$ cat src/rtl/params.sv
// ---------------------------------------------------------------------------
// params -- shared timing constants and types for video_timing.
//
// Holds the default 640x480@60 raster geometry, derived line/frame totals,
// the per-axis phase enum, and the colour-bar helper used by the optional
// test pattern (VTIMING_PATTERN_EN).
// ---------------------------------------------------------------------------
package params;

    localparam int unsigned HRES   = 640;
    localparam int unsigned VRES   = 480;
    localparam int unsigned H_FP   = 16;
    localparam int unsigned H_SYNC = 96;
    localparam int unsigned H_BP   = 48;
    localparam int unsigned V_FP   = 10;
    localparam int unsigned V_SYNC = 2;
    localparam int unsigned V_BP   = 33;

    // 0 = active-low sync
    localparam logic HSYNC_POL = 1'b0;
    localparam logic VSYNC_POL = 1'b0;

    localparam int unsigned H_TOTAL = HRES + H_FP + H_SYNC + H_BP;
    localparam int unsigned V_TOTAL = VRES + V_FP + V_SYNC + V_BP;

    // Totals fit in 11 bits; the extra bit carries the sign for consumers.
    localparam int unsigned CNT_W = 12;

    typedef enum logic [1:0] {
        ACTIVE = 2'd0,
        FP     = 2'd1,
        SYNC   = 2'd2,
        BP     = 2'd3
    } phase_t;

    // Returns {R,G,B} enables for the colour bar covering pixel x.
    // Bars run white, yellow, cyan, green, magenta, red, blue, black, which
    // is exactly the complement of the bar index bits (B=~i[0], R=~i[1],
    // G=~i[2]). Pixels past the eighth bar (HRES not a multiple of 8) are
    // treated as black.
    function automatic logic [2:0] bar_bgr(input logic [CNT_W-1:0] x,
                                           input int unsigned       hres);
        int unsigned w;
        int unsigned idx;
        logic [2:0]  rgb;
        w   = (hres >= 8) ? hres / 8 : 1;
        idx = 32'(x) / w;
        if (idx > 7) begin
            idx = 7;
        end
        rgb[0] = ~idx[0];
        rgb[1] = ~idx[2];
        rgb[2] = ~idx[1];
        return rgb;
    endfunction

endpackage

$ cat src/rtl/vtg_axis.sv
// ---------------------------------------------------------------------------
// vtg_axis -- one raster axis: position counter plus ACTIVE/FP/SYNC/BP phase.
//
// Ports:
//   pixel_clk  in   clock
//   rst        in   synchronous active-high reset (count 0, phase ACTIVE)
//   advance    in   step the counter this cycle
//   count      out  registered position, 0 .. ACT+FP+SYNC+BP-1
//   phase      out  registered phase matching count
//   wrap       out  advance is set and count is at its last value
//   count_nxt  out  value count takes at the next edge (ignoring rst)
//   phase_nxt  out  value phase takes at the next edge (ignoring rst)
//
// The *_nxt outputs let the parent register derived signals so they stay
// cycle-aligned with count/phase.
// ---------------------------------------------------------------------------
module vtg_axis #(
    parameter int unsigned ACT  = params::HRES,
    parameter int unsigned FP   = params::H_FP,
    parameter int unsigned SYNC = params::H_SYNC,
    parameter int unsigned BP   = params::H_BP
) (
    input  logic                       pixel_clk,
    input  logic                       rst,
    input  logic                       advance,
    output logic [params::CNT_W-1:0]   count,
    output params::phase_t             phase,
    output logic                       wrap,
    output logic [params::CNT_W-1:0]   count_nxt,
    output params::phase_t             phase_nxt
);

    localparam int unsigned W = params::CNT_W;

    localparam logic [W-1:0] LAST       = W'(ACT + FP + SYNC + BP - 1);
    localparam logic [W-1:0] START_FP   = W'(ACT);
    localparam logic [W-1:0] START_SYNC = W'(ACT + FP);
    localparam logic [W-1:0] START_BP   = W'(ACT + FP + SYNC);

    always_comb begin
        wrap      = advance && (count == LAST);
        count_nxt = count;
        phase_nxt = phase;
        if (advance) begin
            count_nxt = (count == LAST) ? '0 : count + 1'b1;
            // Later boundaries checked first so a zero-width phase is skipped.
            if (count_nxt == '0) begin
                phase_nxt = params::ACTIVE;
            end else if (count_nxt == START_BP) begin
                phase_nxt = params::BP;
            end else if (count_nxt == START_SYNC) begin
                phase_nxt = params::SYNC;
            end else if (count_nxt == START_FP) begin
                phase_nxt = params::FP;
            end
        end
    end

    always_ff @(posedge pixel_clk) begin
        if (rst) begin
            count <= '0;
            phase <= params::ACTIVE;
        end else begin
            count <= count_nxt;
            phase <= phase_nxt;
        end
    end

endmodule

$ cat src/rtl/video_timing.sv
// ---------------------------------------------------------------------------
// video_timing -- raster timing generator (default 640x480@60).
//
// Ports:
//   pixel_clk  in   pixel clock
//   rst        in   synchronous active-high reset
//   hpos       out  signed 12, current x (never negative)
//   vpos       out  signed 12, current y (never negative)
//   fsync      out  one-cycle pulse at hpos==0, vpos==VRES
//   hsync      out  horizontal sync, level HSYNC_POL during H sync phase
//   vsync      out  vertical sync, level VSYNC_POL during V sync lines
//   de         out  active-video enable
//   pattern    out  [7:0][0:2] BGR colour bars, only when VTIMING_PATTERN_EN
//                   is defined
//
// All outputs are registers updated on the same edge as hpos/vpos.
// ---------------------------------------------------------------------------
module video_timing #(
    parameter int unsigned HRES      = params::HRES,
    parameter int unsigned VRES      = params::VRES,
    parameter int unsigned H_FP      = params::H_FP,
    parameter int unsigned H_SYNC    = params::H_SYNC,
    parameter int unsigned H_BP      = params::H_BP,
    parameter int unsigned V_FP      = params::V_FP,
    parameter int unsigned V_SYNC    = params::V_SYNC,
    parameter int unsigned V_BP      = params::V_BP,
    parameter logic        HSYNC_POL = params::HSYNC_POL,
    parameter logic        VSYNC_POL = params::VSYNC_POL
) (
    input  logic               pixel_clk,
    input  logic               rst,
    output logic signed [11:0] hpos,
    output logic signed [11:0] vpos,
    output logic               fsync,
    output logic               hsync,
    output logic               vsync,
    output logic               de
`ifdef VTIMING_PATTERN_EN
    ,
    output logic        [7:0]  pattern [0:2]
`endif
);

    localparam int unsigned W = params::CNT_W;

    logic [W-1:0]   w_h_count;
    logic [W-1:0]   w_h_count_nxt;
    params::phase_t w_h_phase;
    params::phase_t w_h_phase_nxt;
    logic           w_h_wrap;

    logic [W-1:0]   w_v_count;
    logic [W-1:0]   w_v_count_nxt;
    params::phase_t w_v_phase;
    params::phase_t w_v_phase_nxt;
    logic           w_v_wrap;

    logic           w_de_nxt;
    logic           w_hsync_nxt;
    logic           w_vsync_nxt;
    logic           w_fsync_nxt;

    logic           r_de;
    logic           r_hsync;
    logic           r_vsync;
    logic           r_fsync;

    vtg_axis #(
        .ACT  (HRES),
        .FP   (H_FP),
        .SYNC (H_SYNC),
        .BP   (H_BP)
    ) u_h_axis (
        .pixel_clk (pixel_clk),
        .rst       (rst),
        .advance   (1'b1),
        .count     (w_h_count),
        .phase     (w_h_phase),
        .wrap      (w_h_wrap),
        .count_nxt (w_h_count_nxt),
        .phase_nxt (w_h_phase_nxt)
    );

    vtg_axis #(
        .ACT  (VRES),
        .FP   (V_FP),
        .SYNC (V_SYNC),
        .BP   (V_BP)
    ) u_v_axis (
        .pixel_clk (pixel_clk),
        .rst       (rst),
        .advance   (w_h_wrap),
        .count     (w_v_count),
        .phase     (w_v_phase),
        .wrap      (w_v_wrap),
        .count_nxt (w_v_count_nxt),
        .phase_nxt (w_v_phase_nxt)
    );

    // Derived outputs are computed from the axes' next state and registered,
    // so they land on the same edge as the counts they describe.
    always_comb begin
        w_de_nxt    = (w_h_phase_nxt == params::ACTIVE) &&
                      (w_v_phase_nxt == params::ACTIVE);
        w_hsync_nxt = (w_h_phase_nxt == params::SYNC) ? HSYNC_POL : ~HSYNC_POL;
        w_vsync_nxt = (w_v_phase_nxt == params::SYNC) ? VSYNC_POL : ~VSYNC_POL;
        w_fsync_nxt = (w_h_count_nxt == '0) && (w_v_count_nxt == W'(VRES));
    end

    always_ff @(posedge pixel_clk) begin
        if (rst) begin
            r_de    <= 1'b1;
            r_hsync <= ~HSYNC_POL;
            r_vsync <= ~VSYNC_POL;
            r_fsync <= 1'b0;
        end else begin
            r_de    <= w_de_nxt;
            r_hsync <= w_hsync_nxt;
            r_vsync <= w_vsync_nxt;
            r_fsync <= w_fsync_nxt;
            // Registered de must agree with the phases of the current position,
            // and the frame can only wrap on a line wrap.
            assert (r_de == ((w_h_phase == params::ACTIVE) &&
                             (w_v_phase == params::ACTIVE)));
            assert (!w_v_wrap || w_h_wrap);
        end
    end

    assign hpos  = $signed(w_h_count);
    assign vpos  = $signed(w_v_count);
    assign de    = r_de;
    assign hsync = r_hsync;
    assign vsync = r_vsync;
    assign fsync = r_fsync;

`ifdef VTIMING_PATTERN_EN
    // Reset parks at (0,0) with de high, so the pattern shows the first bar.
    localparam logic [2:0] RESET_BGR = params::bar_bgr('0, HRES);

    logic [2:0] w_bgr_nxt;
    logic [7:0] r_pattern [0:2];

    assign w_bgr_nxt = params::bar_bgr(w_h_count_nxt, HRES);

    always_ff @(posedge pixel_clk) begin
        for (int unsigned i = 0; i < 3; i++) begin
            if (rst) begin
                r_pattern[i] <= RESET_BGR[i] ? 8'hFF : 8'h00;
            end else begin
                r_pattern[i] <= (w_de_nxt && w_bgr_nxt[i]) ? 8'hFF : 8'h00;
            end
        end
    end

    assign pattern = r_pattern;
`endif

endmodule
$ cat config.mk
export PLATFORM = sky130hd
export DESIGN_NAME = video_timing
export DESIGN_NICKNAME = d
export VERILOG_FILES = /design/src/rtl/params.sv /design/src/rtl/vtg_axis.sv /design/src/rtl/video_timing.sv
export SDC_FILE = /design/constraint.sdc
export NUM_CORES = 1
export LEC_CHECK = 0
export ABC_AREA = 1
export CORE_MARGIN = 1
export CORE_UTILIZATION = 30
export DETAILED_ROUTE_END_ITERATION = 8
export HOLD_SLACK_MARGIN = 0.06
export SLEW_MARGIN = 20
export SYNTH_ARGS = -nofsm -noshare
export SYNTH_HDL_FRONTEND = slang
export SYNTH_SLANG_ARGS = --single-unit
$ cat constraint.sdc
create_clock -name pixel_clk -period 3.9 [get_ports pixel_clk]
set_input_delay 0.78 -clock pixel_clk [delete_from_list [all_inputs] [get_ports pixel_clk]]
set_output_delay 0.78 -clock pixel_clk [all_outputs]
set_load 0.02 [all_outputs]
==> flow_summary.json, run 1 <==
{
  "status": "finished, final reports clean",
  "syn-cell-area_um2": 2030,
  "antenna_found_initial": 0,
  "diodes": 0,
  "dr_total_vias": 2038,
  "critical_path_required_ps": 4120,
  "cts_root_buf": "clkbuf_8",
  "syn-instance-count": 320,
  "top_level_ports": 30,
  "yosysTopAreaCell": "dfxtp_1",
  "path_cells": "ha_1 > nand2_2 > nor2_4 > nand3_2 > inv_2 > o21ai_0 > a21oi_1 > nand3_1 > nor3b_1 > nand4_1 > nor2_1",
  "yosysWarnings": 0,
  "grt_util_all_layers": 0.150,
  "gp_congestion": 0.831,
  "ff2ff_path_depth": 11,
  "maxCapViolations": 0,
  "max_stage_delay_ps": 470,
  "setup_tns_ps": 0,
  "yosysMostFrequentCell": "nand2_1",
  "path_max_fanout": 14,
  "rsz0062_at_grt": "no",
  "cts_max_path_buffers": 2,
  "synth_fp_nets": 326,
  "power_density_nw_per_um2": 267,
  "num_rows": 29,
  "worst_pin_slew_ps": 400,
  "area_growth_pct": 23.4,
  "cts_buffers": 5,
  "synth_edf_count": 0,
  "ys.flop_type": "dfxtp_1",
  "cts_hold_buf": 0,
  "wl_per_cell_um": 11.8,
  "r2r_end": "fsync$_SDFF_PP0_",
  "clk_pin_slew_worst_paths_ps": 70,
  "grt.overflow.total": 0,
  "maxSlewViolCount": 0,
  "synth.avg_cell_area_um2": 6.35,
  "cts-resized-gates": 0,
  "synth.top_cell.area_share": 0.315,
  "layout-drive-gt1-share": 0.122,
  "post_cts_buffers": 0,
  "synth_async_sr_flop_share": 0,
  "clk_latency_ps": 290,
  "final_antenna_net_count": 0,
  "leakagePower_nw": 1.04,
  "die-area_um2": 7110,
  "die_x_um": 84.3,
  "finalHoldViolations": 0,
  "grt_max_degree": 29,
  "cp_slowest_cell": "dfxtp_1",
  "grt_pass1_wl_um": 8510,
  "hold_path_class": "flip-flop to flip-flop",
  "start_kind": "flip-flop",
  "dp_hpwl_um": 3970,
  "ys_seq_area_frac": 0.315,
  "synthTopCellsByArea": "dfxtp_1 32%, nand2_1 16%, nor2_1 9.6%, inv_1 7.0%, nand3_1 5.9%",
  "startpoint": "u_h_axis.count[0]$_SDFF_PP0_",
  "drt_iter0_markers": 118,
  "path_class": "flip-flop to flip-flop",
  "port_buffers": 29,
  "cts_tree": "done",
  "yosysUniqueCellTypes": 33,
  "routed_via_density": 4.75,
  "rrSetupSlack_ps": 1480,
  "htree_levels": 2,
  "postLayoutCoreUtil": 0.389,
  "routed_wl_um": 5050,
  "drtPass1Iterations": 4,
  "slew_headroom": 0.733,
  "grt_pass1_vias": 1886,
  "die_h_um": 84.3,
  "drcViolationCount": 0,
  "core_um2": 6460,
  "fill_cells": 702,
  "rr_startpoint": "u_h_axis.count[0]$_SDFF_PP0_",
  "skew_ps": 5.78,
  "min_period_ps": 2420,
  "fin_crit_sh": 0.620,
  "finalSetupViolCount": 0,
  "crit_end": "fsync$_SDFF_PP0_",
  "worstPathArrival_ps": 2640,
  "synth_top_cells_by_count": "84 x nand2_1, 52 x nor2_1, 38 x inv_1",
  "start_util": 0.315,
  "end_kind": "flip-flop",
  "irDropWorstVdd_mv": 0.170,
  "clkSinkCount": 32,
  "nets": 357,
  "ys_seq_elements": 32,
  "max_freq_ghz": 0.414
}
==> metrics by stage <==
| step | power, mW | instance area [um^2] | setup WS (ps) | instances | hold slack [ps] |
|---|---|---|---|---|---|
| 3_3_place_gp | 0.363 | 2400 | 1350 | 421 | 510 |
| 6_report | 0.669 | 2510 | 1480 | 429 | 523 |
| 2_1_floorplan | 0.353 | 2030 | 1820 | 320 | 486 |
| 3_5_place_dp | 0.363 | 2400 | 1350 | 421 | 512 |
| 5_1_grt | 0.701 | 2510 | 1270 | 429 | 577 |
| 4_1_cts | 0.682 | 2510 | 1400 | 429 | 529 |
==> logic make-up (layout without fill, tap and decap cells) <==
family          after synthesis  count (layout)  synth area share
compound gates               23              23            0.0640
xor+xnor                      3               3            0.0129
fa+ha+maj                     4               4            0.0246
buf+inv                      46              78            0.0880
flops                        32              32             0.315
simple gates                212             212             0.495
==> power breakdown <==
part           internal (mW)  switching, mW
combinational        0.00874         0.0136
clock                  0.189          0.125
sequential             0.329        0.00397
total                  0.527          0.142
==> worst min-delay path by stage <==
stage,startpoint,end,slack (ps),depth (start not counted)
final,u_v_axis.phase[1]$_SDFF_PP0_,u_v_axis.phase[1]$_SDFF_PP0_,520,2
after global routing,u_v_axis.phase[1]$_SDFF_PP0_,u_v_axis.phase[1]$_SDFF_PP0_,580,2
after CTS,u_v_axis.phase[1]$_SDFF_PP0_,u_v_axis.phase[1]$_SDFF_PP0_,530,2
after detailed placement,u_v_axis.phase[1]$_SDFF_PP0_,u_v_axis.phase[1]$_SDFF_PP0_,510,2
after global placement,u_v_axis.phase[1]$_SDFF_PP0_,u_v_axis.phase[1]$_SDFF_PP0_,510,2
after floorplan,u_v_axis.phase[1]$_SDFF_PP0_,u_v_axis.phase[1]$_SDFF_PP0_,490,2
==> state kept, by name, indices dropped and copies added (netlist names) <==
| register | flops |
|---|---|
| vsync | 1 |
| u_h_axis.count | 12 |
| u_h_axis.phase | 2 |
| fsync | 1 |
| hsync | 1 |
| u_v_axis.count | 12 |
| de | 1 |
| u_v_axis.phase | 2 |
==> cell usage in the layout, fill, tap and decap left out, types with 2 or more instances in the layout <==
cell             netlist  final
a21oi_1               11     11
clkbuf_8               0      5
clkdlybuf4s50_1        0     29
dfxtp_1               32     32
ha_1                   4      4
inv_1                 38     38
inv_2                  2      2
nand2_1               84     84
nand2_2                9      9
nand3_1               24     24
nand3_2                5      5
nand4_1                9      9
nor2_1                52     52
nor2_2                 9      9
nor2_4                 3      3
nor3_1                 9      9
nor3b_1                2      2
o21ai_0                6      6
xor2_1                 2      2
==> critical path: cells and delay by family (launching register included) <==
family | cells | cell delay (ps)
AND/OR/NAND/NOR | 7 | 1110
flip-flops | 1 | 470
buffers and inverters | 1 | 250
AO/OA/AOI/OAI | 2 | 290
adder cells (fa/ha/maj) | 1 | 230
==> metal layers <==
metal,global-route usage,vias up,part of all wire
li1,-,1071,-
met1,0.183,904,0.47
met2,0.260,51,0.47
met3,0.0334,12,0.036
met4,0.0486,0,0.021
met5,0,-,0
==> area by class of cell <==
| cell class | instances | area [um^2] | area share |
|---|---|---|---|
| inverter | 40 | 150 | 0.0598 |
| clock inverter | 3 | 42.5 | 0.0169 |
| clock buffer | 5 | 68.8 | 0.0274 |
| timing repair buffer | 30 | 298 | 0.119 |
| sequential | 32 | 641 | 0.255 |
| tap | 77 | 96.3 | 0.0384 |
| multi-input combinational | 242 | 1210 | 0.484 |
Note: power is estimated with default switching activity, not from simulation.
==> run 2: changes to the inputs <==
==> constraint.sdc (replaced) <==
create_clock -name pixel_clk -period 2.2 [get_ports pixel_clk]
set_input_delay 0.44 -clock pixel_clk [delete_from_list [all_inputs] [get_ports pixel_clk]]
set_output_delay 0.44 -clock pixel_clk [all_outputs]
set_load 0.02 [all_outputs]
==> flow_summary.json, run 2 (synthesis results as in run 1) <==
{
  "htree_levels": 2,
  "finalSetupViolCount": 0,
  "status": "finished, final reports clean",
  "final_cell_mix": "83 x nand2_1, 51 x nor2_1, 38 x inv_1",
  "clk_pin_slew_worst_paths_ps": 70,
  "holdPathEnd": "u_v_axis.phase[1]$_SDFF_PP0_",
  "routed_via_density": 4.78,
  "start_kind": "flip-flop",
  "dp_hpwl_um": 3920,
  "gp_congestion": 0.867,
  "grt.overflow.total": 0,
  "grt_max_degree": 28,
  "setup_tns_ps": 0,
  "skew_ps": 5.89,
  "top_level_ports": 30,
  "critical_path_required_ps": 2380,
  "path_max_fanout": 6,
  "clkSinkCount": 32,
  "worst_pin_slew_ps": 369,
  "postLayoutCoreUtil": 0.397,
  "num_rows": 29,
  "port_buffers": 29,
  "r2r_end": "de$_SDFF_PP1_",
  "diodes": 0,
  "worstPathArrival_ps": 2140,
  "maxCapViolations": 0,
  "rrSetupSlack_ps": 240,
  "die-area_um2": 7110,
  "clk_latency_ps": 280,
  "nets": 364,
  "antenna_found_initial": 0,
  "leakagePower_nw": 1.06,
  "end_kind": "flip-flop",
  "area_growth_pct": 26.2,
  "top_regs": "u_h_axis.count x12, u_v_axis.count x12",
  "hp-start": "u_v_axis.phase[1]$_SDFF_PP0_",
  "core_um2": 6460,
  "drcViolationCount": 0,
  "irDropWorstVdd_mv": 0.195,
  "max_freq_ghz": 0.511,
  "min_period_ps": 1960,
  "grt_util_all_layers": 0.154,
  "final_antenna_net_count": 0,
  "hold_path_class": "flip-flop to flip-flop",
  "drtPass1Iterations": 4,
  "path_class": "flip-flop to flip-flop",
  "final_common_cell": "nand2_1",
  "rr_startpoint": "u_v_axis.count[0]$_SDFF_PP0_",
  "rsz0062_at_grt": "no",
  "cts_tree": "done",
  "dr_total_vias": 2081,
  "post_cts_buffers": 0,
  "ff2ff_path_depth": 17,
  "power_density_nw_per_um2": 414,
  "finalPower_mw": 1.06,
  "fin_crit_sh": 0.890,
  "cts_root_buf": "clkbuf_8",
  "layout-drive-gt1-share": 0.162,
  "die_x_um": 84.3,
  "routed_wl_um": 5130,
  "maxSlewViolCount": 0,
  "wl_per_cell_um": 11.8,
  "die_h_um": 84.3,
  "grt_pass1_vias": 1922,
  "start_util": 0.315,
  "grt_pass1_wl_um": 8810,
  "cts_max_path_buffers": 2,
  "finalHoldViolations": 0,
  "drt_iter0_markers": 106,
  "slew_headroom": 0.754,
  "whs_path_depth": 2,
  "cts_buffers": 5
}
[run 2: how the worst max path moves through the flow]
stage | start | end | slack [ps] | cells after the start
2_1_floorplan | u_h_axis.count[0]$_SDFF_PP0_ | de$_SDFF_PP1_ | 120 | 15
3_3_place_gp | u_v_axis.count[0]$_SDFF_PP0_ | de$_SDFF_PP1_ | 160 | 18
3_5_place_dp | u_v_axis.count[0]$_SDFF_PP0_ | de$_SDFF_PP1_ | 120 | 18
4_1_cts | u_v_axis.count[0]$_SDFF_PP0_ | de$_SDFF_PP1_ | 100 | 18
5_1_grt | u_h_axis.count[1]$_SDFF_PP0_ | de$_SDFF_PP1_ | 4 | 15
6_report | u_v_axis.count[0]$_SDFF_PP0_ | de$_SDFF_PP1_ | 240 | 17
[run 2: through the flow]
stage                     setup slack (ps)  hold WS (ps)  std cells  instance area (um^2)
after global routing                  4.08           556        435                  2560
after detailed placement               120           506        428                  2450
after CTS                             96.2           518        435                  2530
after floorplan                        125           486        320                  2030
final                                  241           518        435                  2560
after global placement                 163           506        428                  2450
[run 2: timing repair]
action | 4_1_cts | 5_1_grt
endpoints found under the hold margin | 0 | 0
endpoints found under the setup margin | 0 | 7
hold buffers | 0 | 0
gates resized for setup | 0 | 12
[run 2: power breakdown]
part	total (mW)	switching [mW]	internal, mW
Combinational	0.0490	0.0294	0.0196
Clock	0.425	0.211	0.215
Sequential	0.588	0.00374	0.584
[run 2: metal layers]
metal	vias up	wire length (um)	track usage
li1	1085	-	-
met1	943	2440	0.199
met2	47	2350	0.257
met3	6	254	0.0364
met4	0	76	0.0392
met5	-	0	0
[run 2: worst max-delay path, stage by stage (launching register included)]
cell and delay (ps):
dfxtp_2 370, inv_2 110, ha_1 160, nand2_1 50, nor2_1 200, nand3_4 160, nand3_2 140, nand2_2 70
nor2_4 110, nand2_1 80, nand2_1 60, nand2_1 40, nand2_1 50, nand2_1 50, nand2_1 80, nor2_1 40
nand2_1 50, nand2_1 40
[run 2: area by class of cell]
| type | instances | area, um^2 |
|---|---|---|
| clock buffer | 6 | 72.6 |
| clock inverter | 1 | 5.00 |
| inverter | 40 | 150 |
| sequential | 32 | 647 |
| timing repair buffer | 37 | 350 |
| multi-input combinational | 242 | 1240 |
| fill | 684 | 3890 |
| tap | 77 | 96.3 |
==> run 3: changes to the inputs <==
--- a/config.mk
+++ b/config.mk
@@ -10,6 +10,7 @@
 export CORE_UTILIZATION = 30
 export DETAILED_ROUTE_END_ITERATION = 8
 export HOLD_SLACK_MARGIN = 0.06
+export MAX_ROUTING_LAYER = met4
 export SLEW_MARGIN = 20
 export SYNTH_ARGS = -nofsm -noshare
 export SYNTH_HDL_FRONTEND = slang
==> flow_summary.json, run 3 (synthesis results as in run 1) <==
{
  "status": "finished, final reports clean",
  "finalHoldWorstSlack_ps": 518,
  "grt_max_degree": 28,
  "clk_pin_slew_worst_paths_ps": 70,
  "antenna_found_initial": 0,
  "layout-drive-gt1-share": 0.162,
  "routed_wl_um": 5130,
  "hold_path_class": "flip-flop to flip-flop",
  "clkSinkCount": 32,
  "area_growth_pct": 26.2,
  "drcViolationCount": 0,
  "crit_family": "simple AND/OR/NAND/NOR gates",
  "path_max_fanout": 6,
  "htree_levels": 2,
  "cts-resized-gates": 0,
  "rsz0062_at_grt": "no",
  "wl_per_cell_um": 11.8,
  "skew_ps": 5.27,
  "final_cell_mix": "83 x nand2_1, 51 x nor2_1, 38 x inv_1",
  "slew_headroom": 0.762,
  "final_common_cell": "nand2_1",
  "place_ws_ps": 120,
  "place_area_um2": 2450,
  "irDropWorstVdd_mv": 0.196,
  "clk_latency_ps": 280,
  "maxSlewViolCount": 0,
  "start_kind": "flip-flop",
  "grt_util_all_layers": 0.158,
  "end_kind": "flip-flop",
  "die_h_um": 84.3,
  "die_x_um": 84.3,
  "nets": 364,
  "fin_crit_sh": 0.890,
  "port_buffers": 29,
  "cts_buffers": 5,
  "path_cells": "inv_2 > ha_1 > nand2_1 > nor2_1 > nand3_4 > nand3_2 > nand2_2 > nor2_4 > nand2_1 > nand2_1 > nand2_1 > nand2_1 > nand2_1 > nand2_1 > nor2_1 > nand2_1 > nand2_1",
  "drtPass1Iterations": 4,
  "grt.overflow.total": 0,
  "core_um2": 6460,
  "rrSetupSlack_ps": 240,
  "finalSetupViolCount": 0,
  "final_area_um2": 2560,
  "power_density_nw_per_um2": 415,
  "worstPathArrival_ps": 2140,
  "cts_tree": "done",
  "path_class": "flip-flop to flip-flop",
  "maxCapViolations": 0,
  "finalHoldViolations": 0,
  "postLayoutCoreUtil": 0.397,
  "final_antenna_net_count": 0,
  "cp_common_cell": "nand2_1",
  "fill_cells": 684,
  "cts_root_buf": "clkbuf_8",
  "dp_hpwl_um": 3920,
  "cts_hold_buf": 0,
  "top_level_ports": 30,
  "top_regs": "u_h_axis.count x12, u_v_axis.count x12",
  "worst_pin_slew_ps": 354,
  "critical_path_required_ps": 2380,
  "setup_tns_ps": 0,
  "leakagePower_nw": 1.06,
  "cts_max_path_buffers": 2,
  "min_period_ps": 1960,
  "diodes": 0,
  "max_stage_delay_ps": 370,
  "cp_num_buf_inv": 1,
  "grt_pass1_vias": 1921,
  "max_freq_ghz": 0.511,
  "dr_total_vias": 2076,
  "gp_congestion": 0.881,
  "die-area_um2": 7110,
  "routed_via_density": 4.77,
  "grt_pass1_wl_um": 8810,
  "num_rows": 29,
  "cp_slowest_cell": "dfxtp_2",
  "start_util": 0.315,
  "setup_ws_ps": 241,
  "drt_iter0_markers": 121,
  "post_cts_buffers": 0
}
## run 3: cell counts in the layout (fill, tap and decap cells not counted)
Identical to the previous run, type by type.
## run 3: final cells by class
cell class / instances / area [um^2] / area share
Clock buffer: 6 / 72.6 / 0.0283
Timing Repair Buffer: 37 / 350 / 0.137
Inverter: 40 / 150 / 0.0585
Multi-Input combinational cell: 242 / 1240 / 0.485
Tap cell: 77 / 96.3 / 0.0376
Clock inverter: 1 / 5.00 / 0.00195
Sequential cell: 32 / 647 / 0.252
## run 3: stage by stage
stage / total power [mW] / cells
final: 1.06 / 435
after global routing: 1.11 / 435
after CTS: 1.08 / 435
after detailed placement: 0.650 / 428
after global placement: 0.650 / 428
after floorplan: 0.627 / 320
## run 3: power breakdown
group	switching (mW)	total, mW	leakage, nW	internal, mW
combinational	0.0294	0.0490	0.757	0.0196
sequential	0.00374	0.588	0.260	0.584
clock	0.212	0.427	0.0410	0.215
total	0.245	1.06	1.06	0.819
## run 3: path summary, 6_finish.rpt
kind / depth (start not counted) / end / startpoint
hold reg to reg: 2 / u_v_axis.phase[1]$_SDFF_PP0_ / u_v_axis.phase[1]$_SDFF_PP0_
setup / recovery: 17 / de$_SDFF_PP1_ / u_v_axis.count[0]$_SDFF_PP0_
hold / removal: 2 / u_v_axis.phase[1]$_SDFF_PP0_ / u_v_axis.phase[1]$_SDFF_PP0_
setup reg to reg: 17 / de$_SDFF_PP1_ / u_v_axis.count[0]$_SDFF_PP0_
## run 3: tightest hold or removal path, stage by stage (launching register included)
cell and delay [ps]:
dfxtp_1 310, nand2_1 100, a21oi_2 60
## run 3: per-layer routing
metal	up-vias	wire length, um	global-route usage
met2	46	2360	0.257
met5	-	0	-
li1	1086	-	-
met4	0	76	0.0392
met1	938	2450	0.200
met3	6	241	0.0354
